## config.mk

```make
export PLATFORM = sky130hd
export DESIGN_NAME = apu_wb_queue
export DESIGN_NICKNAME = d
export VERILOG_FILES = /design/src/rtl/apu_wb_queue.sv
export SDC_FILE = /design/constraint.sdc
export NUM_CORES = 1
export LEC_CHECK = 0
export ABC_AREA = 1
export CELL_PAD_IN_SITES_DETAIL_PLACEMENT = 0
export CELL_PAD_IN_SITES_GLOBAL_PLACEMENT = 1
export CORE_ASPECT_RATIO = 2
export CORE_MARGIN = 4
export CORE_UTILIZATION = 40
export CTS_BUF_LIST = sky130_fd_sc_hd__clkbuf_8
export DETAILED_ROUTE_END_ITERATION = 16
export DONT_BUFFER_PORTS = 1
export GPL_TIMING_DRIVEN = 0
export PLACE_DENSITY_LB_ADDON = 0.08
export SETUP_SLACK_MARGIN = 0.1
export SYNTH_ARGS = -nofsm -noshare
export SYNTH_HDL_FRONTEND = slang
export SYNTH_SLANG_ARGS = --single-unit
export TNS_END_PERCENT = 20
```

## constraint.sdc

```tcl
create_clock -name clk -period 3.89 [get_ports clk]
set_input_delay 0.5835 -clock clk [delete_from_list [all_inputs] [get_ports clk]]
set_output_delay 0.5835 -clock clk [all_outputs]
set_load 0.02 [all_outputs]
```

## src/rtl/apu_wb_queue.sv

```systemverilog
// apu_wb_queue: in-order APU result write-back queue with a register busy scoreboard.
// Define APU_WB_DROP_X0_EN to accept but discard results destined for register 0.
module apu_wb_queue #(
    parameter int data_width    = 32,
    parameter int reg_sel_width = 5,
    parameter int num_regs      = 32,
    parameter int depth         = 4
) (
    input  logic                     clk,
    input  logic                     rst,
    input  logic                     in_valid,
    output logic                     in_ready,
    input  logic [reg_sel_width-1:0] in_sel,
    input  logic [data_width-1:0]    in_data,
    output logic                     apu_wr_req,
    input  logic                     apu_ack,
    output logic [reg_sel_width-1:0] apu_wr_sel,
    output logic [data_width-1:0]    apu_wr_data,
    input  logic                     reserve_valid,
    input  logic [reg_sel_width-1:0] reserve_sel,
    input  logic [reg_sel_width-1:0] rs1_sel,
    input  logic [reg_sel_width-1:0] rs2_sel,
    output logic                     rs1_busy,
    output logic                     rs2_busy,
    output logic [$clog2(depth):0]   count
);

    localparam int aw = $clog2(depth);
    localparam int cw = aw + 1;

    typedef enum logic [1:0] {
        IDLE,
        REQ,
        WAIT
    } state_t;

    state_t state;
    state_t state_nxt;

    logic [data_width-1:0]    mem_data [depth];
    logic [reg_sel_width-1:0] mem_sel  [depth];

    logic [aw-1:0] rd_ptr;
    logic [aw-1:0] wr_ptr;
    logic [aw-1:0] rd_ptr_nxt;

    logic push;
    logic enq;
    logic pop;

    logic                     req_nxt;
    logic [reg_sel_width-1:0] sel_nxt;
    logic [data_width-1:0]    data_nxt;

    logic [num_regs-1:0] busy;
    logic [num_regs-1:0] busy_set;
    logic [num_regs-1:0] busy_clr;

    assign in_ready   = (count != cw'(depth));
    assign pop        = (state == WAIT) && apu_ack;
    assign rd_ptr_nxt = rd_ptr + aw'(1);

    // A retiring write frees a slot, so a full queue still takes a result.
    assign push = in_valid && (in_ready || pop);

`ifdef APU_WB_DROP_X0_EN
    assign enq = push && (in_sel != '0);
`else
    assign enq = push;
`endif

    always_ff @(posedge clk) begin
        if (enq) begin
            mem_sel[wr_ptr]  <= in_sel;
            mem_data[wr_ptr] <= in_data;
        end
    end

    always_ff @(posedge clk or negedge rst) begin
        if (!rst) begin
            wr_ptr <= '0;
            rd_ptr <= '0;
            count  <= '0;
        end else begin
            if (enq) begin
                wr_ptr <= wr_ptr + aw'(1);
            end
            if (pop) begin
                rd_ptr <= rd_ptr_nxt;
            end
            if (enq && !pop) begin
                count <= count + cw'(1);
            end else if (!enq && pop) begin
                count <= count - cw'(1);
            end
        end
    end

    always_comb begin
        state_nxt = state;
        req_nxt   = 1'b0;
        sel_nxt   = apu_wr_sel;
        data_nxt  = apu_wr_data;
        unique case (state)
            IDLE: begin
                if (count != '0) begin
                    state_nxt = REQ;
                    req_nxt   = 1'b1;
                    sel_nxt   = mem_sel[rd_ptr];
                    data_nxt  = mem_data[rd_ptr];
                end
            end
            REQ: begin
                state_nxt = WAIT;
            end
            WAIT: begin
                if (apu_ack) begin
                    // Chain straight to the next entry already held in the queue.
                    if (count > cw'(1)) begin
                        state_nxt = REQ;
                        req_nxt   = 1'b1;
                        sel_nxt   = mem_sel[rd_ptr_nxt];
                        data_nxt  = mem_data[rd_ptr_nxt];
                    end else begin
                        state_nxt = IDLE;
                    end
                end
            end
            default: begin
                state_nxt = IDLE;
            end
        endcase
    end

    always_ff @(posedge clk or negedge rst) begin
        if (!rst) begin
            state       <= IDLE;
            apu_wr_req  <= 1'b0;
            apu_wr_sel  <= '0;
            apu_wr_data <= '0;
        end else begin
            state       <= state_nxt;
            apu_wr_req  <= req_nxt;
            apu_wr_sel  <= sel_nxt;
            apu_wr_data <= data_nxt;
        end
    end

    always_comb begin
        busy_set = '0;
        busy_clr = '0;
        if (pop) begin
            busy_clr[apu_wr_sel] = 1'b1;
        end
        if (reserve_valid && (reserve_sel != '0)) begin
            busy_set[reserve_sel] = 1'b1;
        end
    end

    // Set is applied after clear so a same-cycle reserve wins.
    always_ff @(posedge clk or negedge rst) begin
        if (!rst) begin
            busy <= '0;
        end else begin
            busy <= (busy & ~busy_clr) | busy_set;
        end
    end

    assign rs1_busy = busy[rs1_sel];
    assign rs2_busy = busy[rs2_sel];

endmodule

```

# Word-level counts from Yosys, hierarchy flattened
# Memory sizes are Yosys's and may differ from the RTL's.
# Index checks and enable logic that the tools add are counted.
# word_totals
mem_bits_rw	148
input_bits	57
regBits	79
wordCells	77
n_memories	2
# mem_list
name	depth	word_bits	read_ports	rd_clocked_by_memory_dff	wr	line_no	text
mem_data	4	32	2	0	1	40	logic [data_width-1:0] mem_data [depth];
mem_sel	4	5	2	0	1	41	logic [reg_sel_width-1:0] mem_sel [depth];
# classes
bitwise_logic	3
eq_ne	6
n_lt_le_gt_ge	7
muxes	30
n_addsub	4
n_reduce_logical	17
# ops
operator	count
2-to-1 mux 32 bit	5
case mux 32 bit (2 select lines)	1
AND 32 bit	1
NOT 32 bit	1
bitwise OR 32 bit	1
< comparator 5 x 6 -> 1 bit, second input constant	4
2-to-1 mux 5 bit	3
binary-select mux 1 bit (select 5 bit)	2
demux 1 bit (select 5 bit)	2
>= comparator 5 x 1 -> 1 bit, second input constant	2
2-to-1 mux 1 bit	10
case mux 5 bit (2 select lines)	1
logical AND 1 bit	7
2-to-1 mux 3 bit	2
case mux 2 bit (3 select lines)	1
nonzero test 5 bit	1
adder 2 x 1 -> 2 bit, second input constant	2
2-to-1 mux 2 bit	2
!= test 2 bit, second input constant	2
AND reduction 4 bit	1
nonzero test 2 bit	2
adder 3 x 1 -> 3 bit, second input constant	1
greater-than comparator 3 x 1 -> 1 bit, second input constant	1
!= test 3 bit, second input constant	1
10 further kinds	11

# Depth between registers and ports, before layout
# Gate-level depths: netlist of the first run.
# depth
ltp_word	8
depth_mapped	12
mapped_depth_nobuf	12

# Worst setup path after synthesis of the first run
# OpenSTA, ideal clock, no wires.
# synth_timing
path_kind	register -> register
start	register count[0]
end	memory mem_data[0][0], enable pin
period_less_slack_ns	3.179
stages_incl_launch_ff	6
required_ns	3.459
path_slack_ns	0.711
path_buffers	0
arrival_time_ns	2.748
path_cell_list	dfrtp_1 inv_1 ha_1 nand2_1 o21ai_2 nor2_1
# synth_via
elab_chain_len	5
# synth_rtl
element	line_no	text
start: declaration	25	output logic [$clog2(depth):0] count
start signal: assignment	92	count <= count + cw'(1);
start signal: assignment	94	count <= count - cw'(1);
!= test 3 bit	59	assign in_ready = (count != cw'(depth));
named net in_ready	12	output logic in_ready,
logical OR 1 bit	64	assign push = in_valid && (in_ready || pop);
logical AND 1 bit	64	
2-to-1 mux 1 bit	73	if (enq) begin
2-to-1 mux 1 bit (implied by the code)	75	mem_data[wr_ptr] <= in_data;
end: declaration	40	
# The timed path passes the listed nets, and every way through them passes these cells.

# Worst setup path in the final report of the first run
# layout_timing
start	input rs2_sel[0]
end	output rs2_busy
# layout_via
elab_chain_len	2
# layout_rtl
element	line_no	text
start: declaration	22	input logic [reg_sel_width-1:0] rs2_sel,
binary-select mux 1 bit (select 5 bit)	170	assign rs2_busy = busy[rs2_sel];
2-to-1 mux 1 bit (implied by the code)	170	
end: declaration	24	output logic rs2_busy,
# No other way between the ends. The select of a mux whose other input is x is not followed.

==> metrics.md, run 1 <==
| Metric | Value |
|---|---|
| Status | completed |
| Max transition margin | 0.457 |
| MaxCap Viol Count | 0 |
| Post-CTS Resized | 0 |
| Setup TNS | 0 ns |
| TritonRoute pass-1 iters | 5 |
| Grt ovf | 0 |
| Post-CTS setup buffer count | 0 |
| Synth Area in Compound Gates | 0.142 |
| R2R depth | 10 |
| Via count | 8635 |
| Worst hold stages | 0 |
| FF-to-FF End | count[2] |
| DRC viols | 0 |
| Max-slew violation count | 0 |
| Distinct cells, synth | 28 |
| Final net count | approximately 1.3k |
| P per Cell Area | between 800 and 900 nW/µm² |
| Post-Synth Adder-Cell Area | 0.0104 |
| Wire length per cell | 23.5 µm |
| Final hold violation count | 0 |
| Hold Path End | mem_data[0][18] |
| Die span in y | 241 µm |
| Required time of the critical path | 3.31 ns |
| First-pass GRT wire length | 55.0 mm |
| Clk Latency, worst-skew pair | approximately 0.53 ns |
| Post-synthesis mux area share | 0 |
| Max Root-Sink Buffers | 3 |
| XOR/XNOR share of the synthesized area | 0.00404 |
| Cells after synthesis | 1168 |
| Sink Count | 227 |
| Layout cells sized above 1 | 0.0881 |
| Initial Utilization | 0.405 |
| Tightest Pin Transition | 0.814 ns |
| Setup Viol. Count Final | 0 |
| # fillers | 2731 |
| FF+latch count, synth | 227 |
| CP startpoint | rs2_sel[0] |
| Routed WL | 37.2 mm |
| Site row count | 85 |
| Avg Cell Area, Syn | 9.29 µm² |
| Synthesized Nets | 1234 |
| Hpwl dp | 27.1 mm |
| CP arrival | 2.17 ns |
| Area share of and/or/nand/nor cells after synthesis | 0.190 |
| Final worst path period need | 2.76 ns |
| Gpl congestion | 0.998 |
| YS warnings | 0 |
| Area of the multi-input gates | 3780 µm² |
| CP Launch Type | input pin |
| Worst vdd ir | 0.397 mV |
| CTS tree | done |
| CTS Root Cell | clkbuf_8 |
| Main combinational cell family by area after synthesis | simple AND/OR/NAND/NOR gates |
| RSZ-0062 raised after global routing | false |
| Initial drt markers | 573 |
| Period utilization | 0.708 |
| WHS | 0.142 ns |
| GRT Total Usage | 0.246 |
| Hold path startpoint | in_data[18] |
| DIE WIDTH | roughly 120 µm |
| IO Pins | around 100 |
| Core area | 26800 µm² |
| Die area | 30000 µm² |
| Mapped Area | 10900 µm² |
| Leak | roughly 5 nW |
| Vias in the first global route | about 9.1k |
| Crit end category | primary output |
| Seq. cell area | 6420 µm² |
| Worst-case clock skew | 0.0149 ns |
| R2r setup slk | about 1.3 ns |
| Antenna violations before repair | 1 |
| Crit Path Class | input pin to primary output |
| R2R Path Start | count[0] |
| Antenna-violating nets left | 0 |
| Vias per inst | 5.44 |
| Area delta synth->final | 11.7% |
| Max Clk Rate | 363 MHz |
| TritonCTS Buffers | 34 |
| Largest net degree at the start of global routing | 80 |
| Sequential cell area fraction in the yosys report | 0.592 |
| Worst hold path class | input pin to register |
| Port Buf Inserts | 0 |
| Crit path max fanout | 10 |
| CTS H-tree lvls | 2 |
| Worst-path clk slew | 0.07 ns |
-- power by group --
part | switching (W) | total [W] | internal, W
sequential | 0.000744 | 0.00408 | 0.00333
clock | 0.000931 | 0.00193 | 0.00100
combinational | 0.00307 | 0.00440 | 0.00133
total | 0.00474 | 0.0104 | 0.00567
-- worst max path at each step --
stage	to	slack (ns)	cells past startpoint
finish	rs2_busy	1.13	11
global route	rs1_busy	0.96	9
CTS	rs1_busy	1.06	9
detailed placement	rs1_busy	1.06	9
global placement	mem_data[1][27]	-1.17	5
floorplan	mem_data[0][0]	0.71	5
-- per-layer routing --
layer | part of all wire | track usage | wire [µm]
met1 | 0.32 | 0.223 | 11900
met2 | 0.58 | 0.507 | 21600
met3 | 0.050 | 0.0487 | 1850
met4 | 0.048 | 0.119 | 1790
met5 | 0 | 0 | 0
-- synthesized netlist by cell type --
cell / n / area (µm²)
a21oi_1: 93 / 465
buf_1: 2 / 7.51
buf_2: 28 / 140
buf_4: 7 / 52.6
buf_6: 7 / 78.8
clkbuf_1: 23 / 86.3
dfrtp_1: 79 / 1980
edfxtp_1: 148 / 4440
ha_1: 9 / 113
inv_1: 76 / 285
inv_2: 4 / 15.0
inv_4: 2 / 12.5
nand2_1: 247 / 927
nand2_2: 1 / 6.26
nand2_4: 2 / 22.5
nand3_1: 133 / 666
nand4_1: 13 / 81.3
nor2_1: 83 / 312
nor2_4: 3 / 33.8
nor3_1: 2 / 10.0
o211ai_1: 20 / 150
o21a_1: 1 / 7.51
o21ai_0: 167 / 836
o21ai_1: 8 / 40.0
o21ai_2: 2 / 17.5
o31ai_1: 3 / 22.5
xnor2_1: 1 / 8.76
xor2_1: 4 / 35.0
-- repair_timing --
action	CTS	global route
hold buffers	2	0
endpoints found under the hold margin	79	0
endpoints found under the setup margin	0	0
-- cell families after synthesis --
kind of cell / Yosys count
buffers and inverters: 149
AOI/OAI and AO/OA: 294
adders and majority gates: 9
DFF: 227
and+or+nand+nor: 484
xor gates and xnor gates: 5
-- cell usage in the layout, fill, tap and decap left out, drive strengths merged --
| master | instances |
|---|---|
| a21oi | 93 |
| buf | 50 |
| bufinv | 1 |
| clkbuf | 63 |
| clkinv | 5 |
| dfrtp | 79 |
| diode | 1 |
| dlygate4sd3 | 1 |
| edfxtp | 148 |
| ha | 9 |
| inv | 98 |
| nand2 | 250 |
| nand3 | 133 |
| nand4 | 13 |
| nor2 | 86 |
| nor3 | 2 |
| o211ai | 20 |
| o21a | 1 |
| o21ai | 177 |
| o31ai | 3 |
| xnor2 | 1 |
| xor2 | 4 |
-- flip-flops by register name, summed over array words and instances (netlist names) --
name / cells
wr_ptr: 2
busy: 32
count: 3
rd_ptr: 2
mem_data: 128
apu_wr_sel: 5
apu_wr_data: 32
apu_wr_req: 1
mem_sel: 20
state: 2
-- critical path, stage by stage --
cell and delay [ns]:
buf_2 0.16, inv_1 0.25, buf_2 0.31, nand2_1 0.08
nand3_1 0.09, nand3_1 0.13, nand2_1 0.20, nand2_1 0.08
nand2_1 0.06, nand2_1 0.04, nand2_1 0.16
-- metrics by stage --
| step | instances | worst slack (ns) | power [W] | instance area [µm²] | utilization |
|---|---|---|---|---|---|
| 3_3_place_gp | 1516 | -1.17 | 0.00845 | 11300 | 0.421 |
| 2_1_floorplan | 1168 | 0.711 | 0.00681 | 10900 | - |
| 4_1_cts | 1585 | 1.06 | 0.0105 | 12100 | 0.452 |
| 6_report | 1586 | 1.13 | 0.0104 | 12100 | 0.453 |
| 3_5_place_dp | 1521 | 1.06 | 0.00855 | 11400 | 0.426 |
| 5_1_grt | 1586 | 0.964 | 0.0111 | 12100 | 0.453 |
-- area by class of cell --
class,instances,share of cell area
Sequential cell,227,0.529
Timing Repair Buffer,7,0.0120
Inverter,82,0.0258
Antenna cell,1,0.000206
Multi-Input combinational cell,792,0.312
Clock inverter,22,0.00918
Tap cell,348,0.0359
Buffer,67,0.0301
Clock buffer,40,0.0454
No activity file was read; power rests on OpenSTA's default activity.
==> run 2, diff against run 1 <==
==> constraint.sdc (replaced) <==
create_clock -name clk -period 2.6 [get_ports clk]
set_input_delay 0.39 -clock clk [delete_from_list [all_inputs] [get_ports clk]]
set_output_delay 0.39 -clock clk [all_outputs]
set_load 0.02 [all_outputs]
==> run 2 against run 1 <==
Count of clock-buffer cells in the layout did not move. Hold slack got worse by 0.11 ns. Clock power rose by 74%. Global-route usage rose by 0.16 points. Die area did not move. First-iteration DRC count rose by 24%. Cell count rose by 3.6%. Non-clock buffer count rose by 55. Combinational power rose by 56%. Utilization rose by 2.6 points. Largest power group unchanged. Critical path type is now register to register. Sequential cell count did not move.
==> metrics.md, run 2 (synthesized netlist as in run 1, its figures left out) <==
| Metric | Value |
|---|---|
| Status | completed |
| CP Launch Type | register |
| Initial Utilization | 0.405 (unchanged) |
| Core area | 26800 µm² (unchanged) |
| Vias in the first global route | 9058 (-0.40%) |
| Worst vdd ir | 0.669 mV (+69%) |
| First-pass GRT wire length | 55.3 mm (+0.44%) |
| Initial drt markers | 710 (+24%) |
| Crit path max fanout | 11 (+1) |
| Area of the multi-input gates | 3810 µm² (+0.66%) |
| DRC viols | 0 (unchanged) |
| Antenna violations before repair | 0 (-1) |
| Max-slew violation count | 0 (unchanged) |
| Worst-case clock skew | 0.0135 ns (-0.00148 ns) |
| Max transition margin | 0.399 (-0.0580) |
| Die span in y | 241 µm (unchanged) |
| Final WS setup | 0.170 ns (-0.964 ns) |
| Vias per inst | 5.46 (+0.26%) |
| P per Cell Area | 1270 nW/µm² (+48%) |
| DIE WIDTH | 124 µm (unchanged) |
| Crit Path Class | register to register |
| R2R depth | 6 (-4) |
| FF-to-FF End | mem_data[3][2] |
| Max Clk Rate | 412 MHz |
| Antenna-violating nets left | 0 (unchanged) |
| CTS H-tree lvls | 2 (unchanged) |
| Leak | 5.20 nW (+6.0%) |
| Crit-path max cell delay | 0.70 ns (+0.39 ns) |
| Seq. cell area | 6420 µm² (about the same) |
| Most frequent cells in the layout | nand2_1 (247), o21ai_0 (167), edfxtp_1 (148) |
| WHS | 0.0341 ns (-0.108 ns) |
| Tightest Pin Transition | 0.900 ns (+0.0860 ns) |
| Layout cells sized above 1 | 0.106 (+0.0177) |
| Dpl ws | -0.132 ns (-1.20 ns) |
| MaxCap Viol Count | 0 (unchanged) |
| Final hold violation count | 0 (unchanged) |
| TritonCTS Buffers | 35 (+2.9%) |
| Top Registers | mem_data x128, apu_wr_data x32, busy x32 |
| Worst-path cell with the longest stage delay | nor2_2 |
| Worst-path clk slew | 0.07 ns (about the same) |
| Required time of the critical path | 2.76 ns (-0.55 ns) |
| Largest Register | mem_data |
| GRT Total Usage | 0.248 (+0.00160) |
| R2r setup slk | 0.17 ns (-1.08 ns) |
| Period utilization | 0.934 |
| Max Root-Sink Buffers | 3 (unchanged) |
| R2R Path Start | count[0] |
| Port Buf Inserts | 0 (unchanged) |
| Via count | 8969 (+3.9%) |
| Worst hold stages | 2 (+2) |
| Setup Viol. Count Final | 0 (unchanged) |
| RSZ-0062 raised after global routing | true |
| Hold Path End | busy[27] |
| Clk Latency, worst-skew pair | 0.54 ns (about the same) |
| Ant. Diodes | 0 (-1) |
| Area delta synth->final | 18.1% |
| Setup TNS | 0 ns (unchanged) |
| Wire length per cell | 23.1 µm (-1.7%) |
| Final net count | 1335 (+4.5%) |
| Final worst path period need | 2.43 ns |
| Sink Count | 227 (unchanged) |
| Crit end category | register |
| Largest net degree at the start of global routing | 80 (unchanged) |
| Routed WL | 37.9 mm (+1.8%) |
| Die area | 30000 µm² (unchanged) |
| Grt ovf | 0 (unchanged) |
| Sequence of cells on the critical path | inv_1 -> ha_1 -> nand2_1 -> o21ai_4 -> buf_12 -> nor2_2 |
| Max FFs per register | 128 (unchanged) |
| Worst hold path class | input pin to register |
| Site row count | 85 (unchanged) |
| Commonest non-fill, non-tap cell in the layout | nand2_1 |
| Total power | 0.0163 W (+57%) |
| CP arrival | 2.59 ns (+0.42 ns) |
| TritonRoute pass-1 iters | 5 (unchanged) |
| IO Pins | 101 (unchanged) |
| CTS tree | done |
| # fillers | 2652 (-2.9%) |
| CTS Root Cell | clkbuf_8 |
| Hold path startpoint | reserve_sel[4] |
| Hpwl dp | 26.8 mm (-1.2%) |
| Gpl congestion | 1.00 (+0.44%) |
## run 2: how the worst max path moves through the flow
stage | slack (ns) | start | endpoint | cells past startpoint
floorplan | 0.01 | count[0] | mem_data[0][0] | 5
global placement | -1.20 | count[0] | mem_data[1][27] | 5
detailed placement | -0.13 | count[0] | mem_data[2][27] | 6
CTS | 0.10 | state[0] | mem_data[0][28] | 7
global route | 0.05 | count[1] | count[2] | 10
finish | 0.17 | count[0] | mem_data[3][2] | 6
## run 2: what timing repair did
item | 4_1_cts | 5_1_grt
hold buffers | 41 | 0
cloned | 2 | 0
pin swaps | 4 | 1
setup buffers | 7 | 10
resized for setup | 5 | 0
setup endpoints to repair | 118 | 35
hold endpoints to repair | 229 | 0
## run 2: cell type report
class	instances	share of cell area
buffer	67	0.0285
clock buffer	40	0.0430
clock inverter	23	0.0178
inverter	82	0.0246
multi-input combinational	794	0.297
sequential	227	0.501
tap	348	0.0340
timing repair buffer	62	0.0537
## run 2: layer usage
layer  vias up  share of wire  GRT usage
li1       4245              -          -
met1      4306           0.32      0.230
met2       322           0.59      0.519
met3        96          0.048     0.0363
met4         0          0.043      0.109
met5         -              0          0
## run 2: worst max-delay path, delay by kind of cell, from the launching register on
family	cells	cell delay, ns
AOI/OAI and AO/OA	1	0.13
buffers and inverters	2	0.28
adders and majority gates	1	0.23
DFF	1	0.47
and+or+nand+nor	2	0.94
## run 2: power breakdown
group / internal [W] / leakage [nW] / switching, W / total, W
clock network: 0.00191 / 0.434 / 0.00143 / 0.00335
logic: 0.00215 / 2.46 / 0.00474 / 0.00688
registers: 0.00499 / 2.30 / 0.00108 / 0.00607
total: 0.00905 / 5.20 / 0.00726 / 0.0163
## run 2: metrics by stage
step	instance area, µm²	cells	utilization
after floorplan	10900	1168	-
after global placement	11300	1516	0.422
after detailed placement	11400	1520	0.426
after CTS	12700	1633	0.475
after global routing	12800	1643	0.478
final	12800	1643	0.478
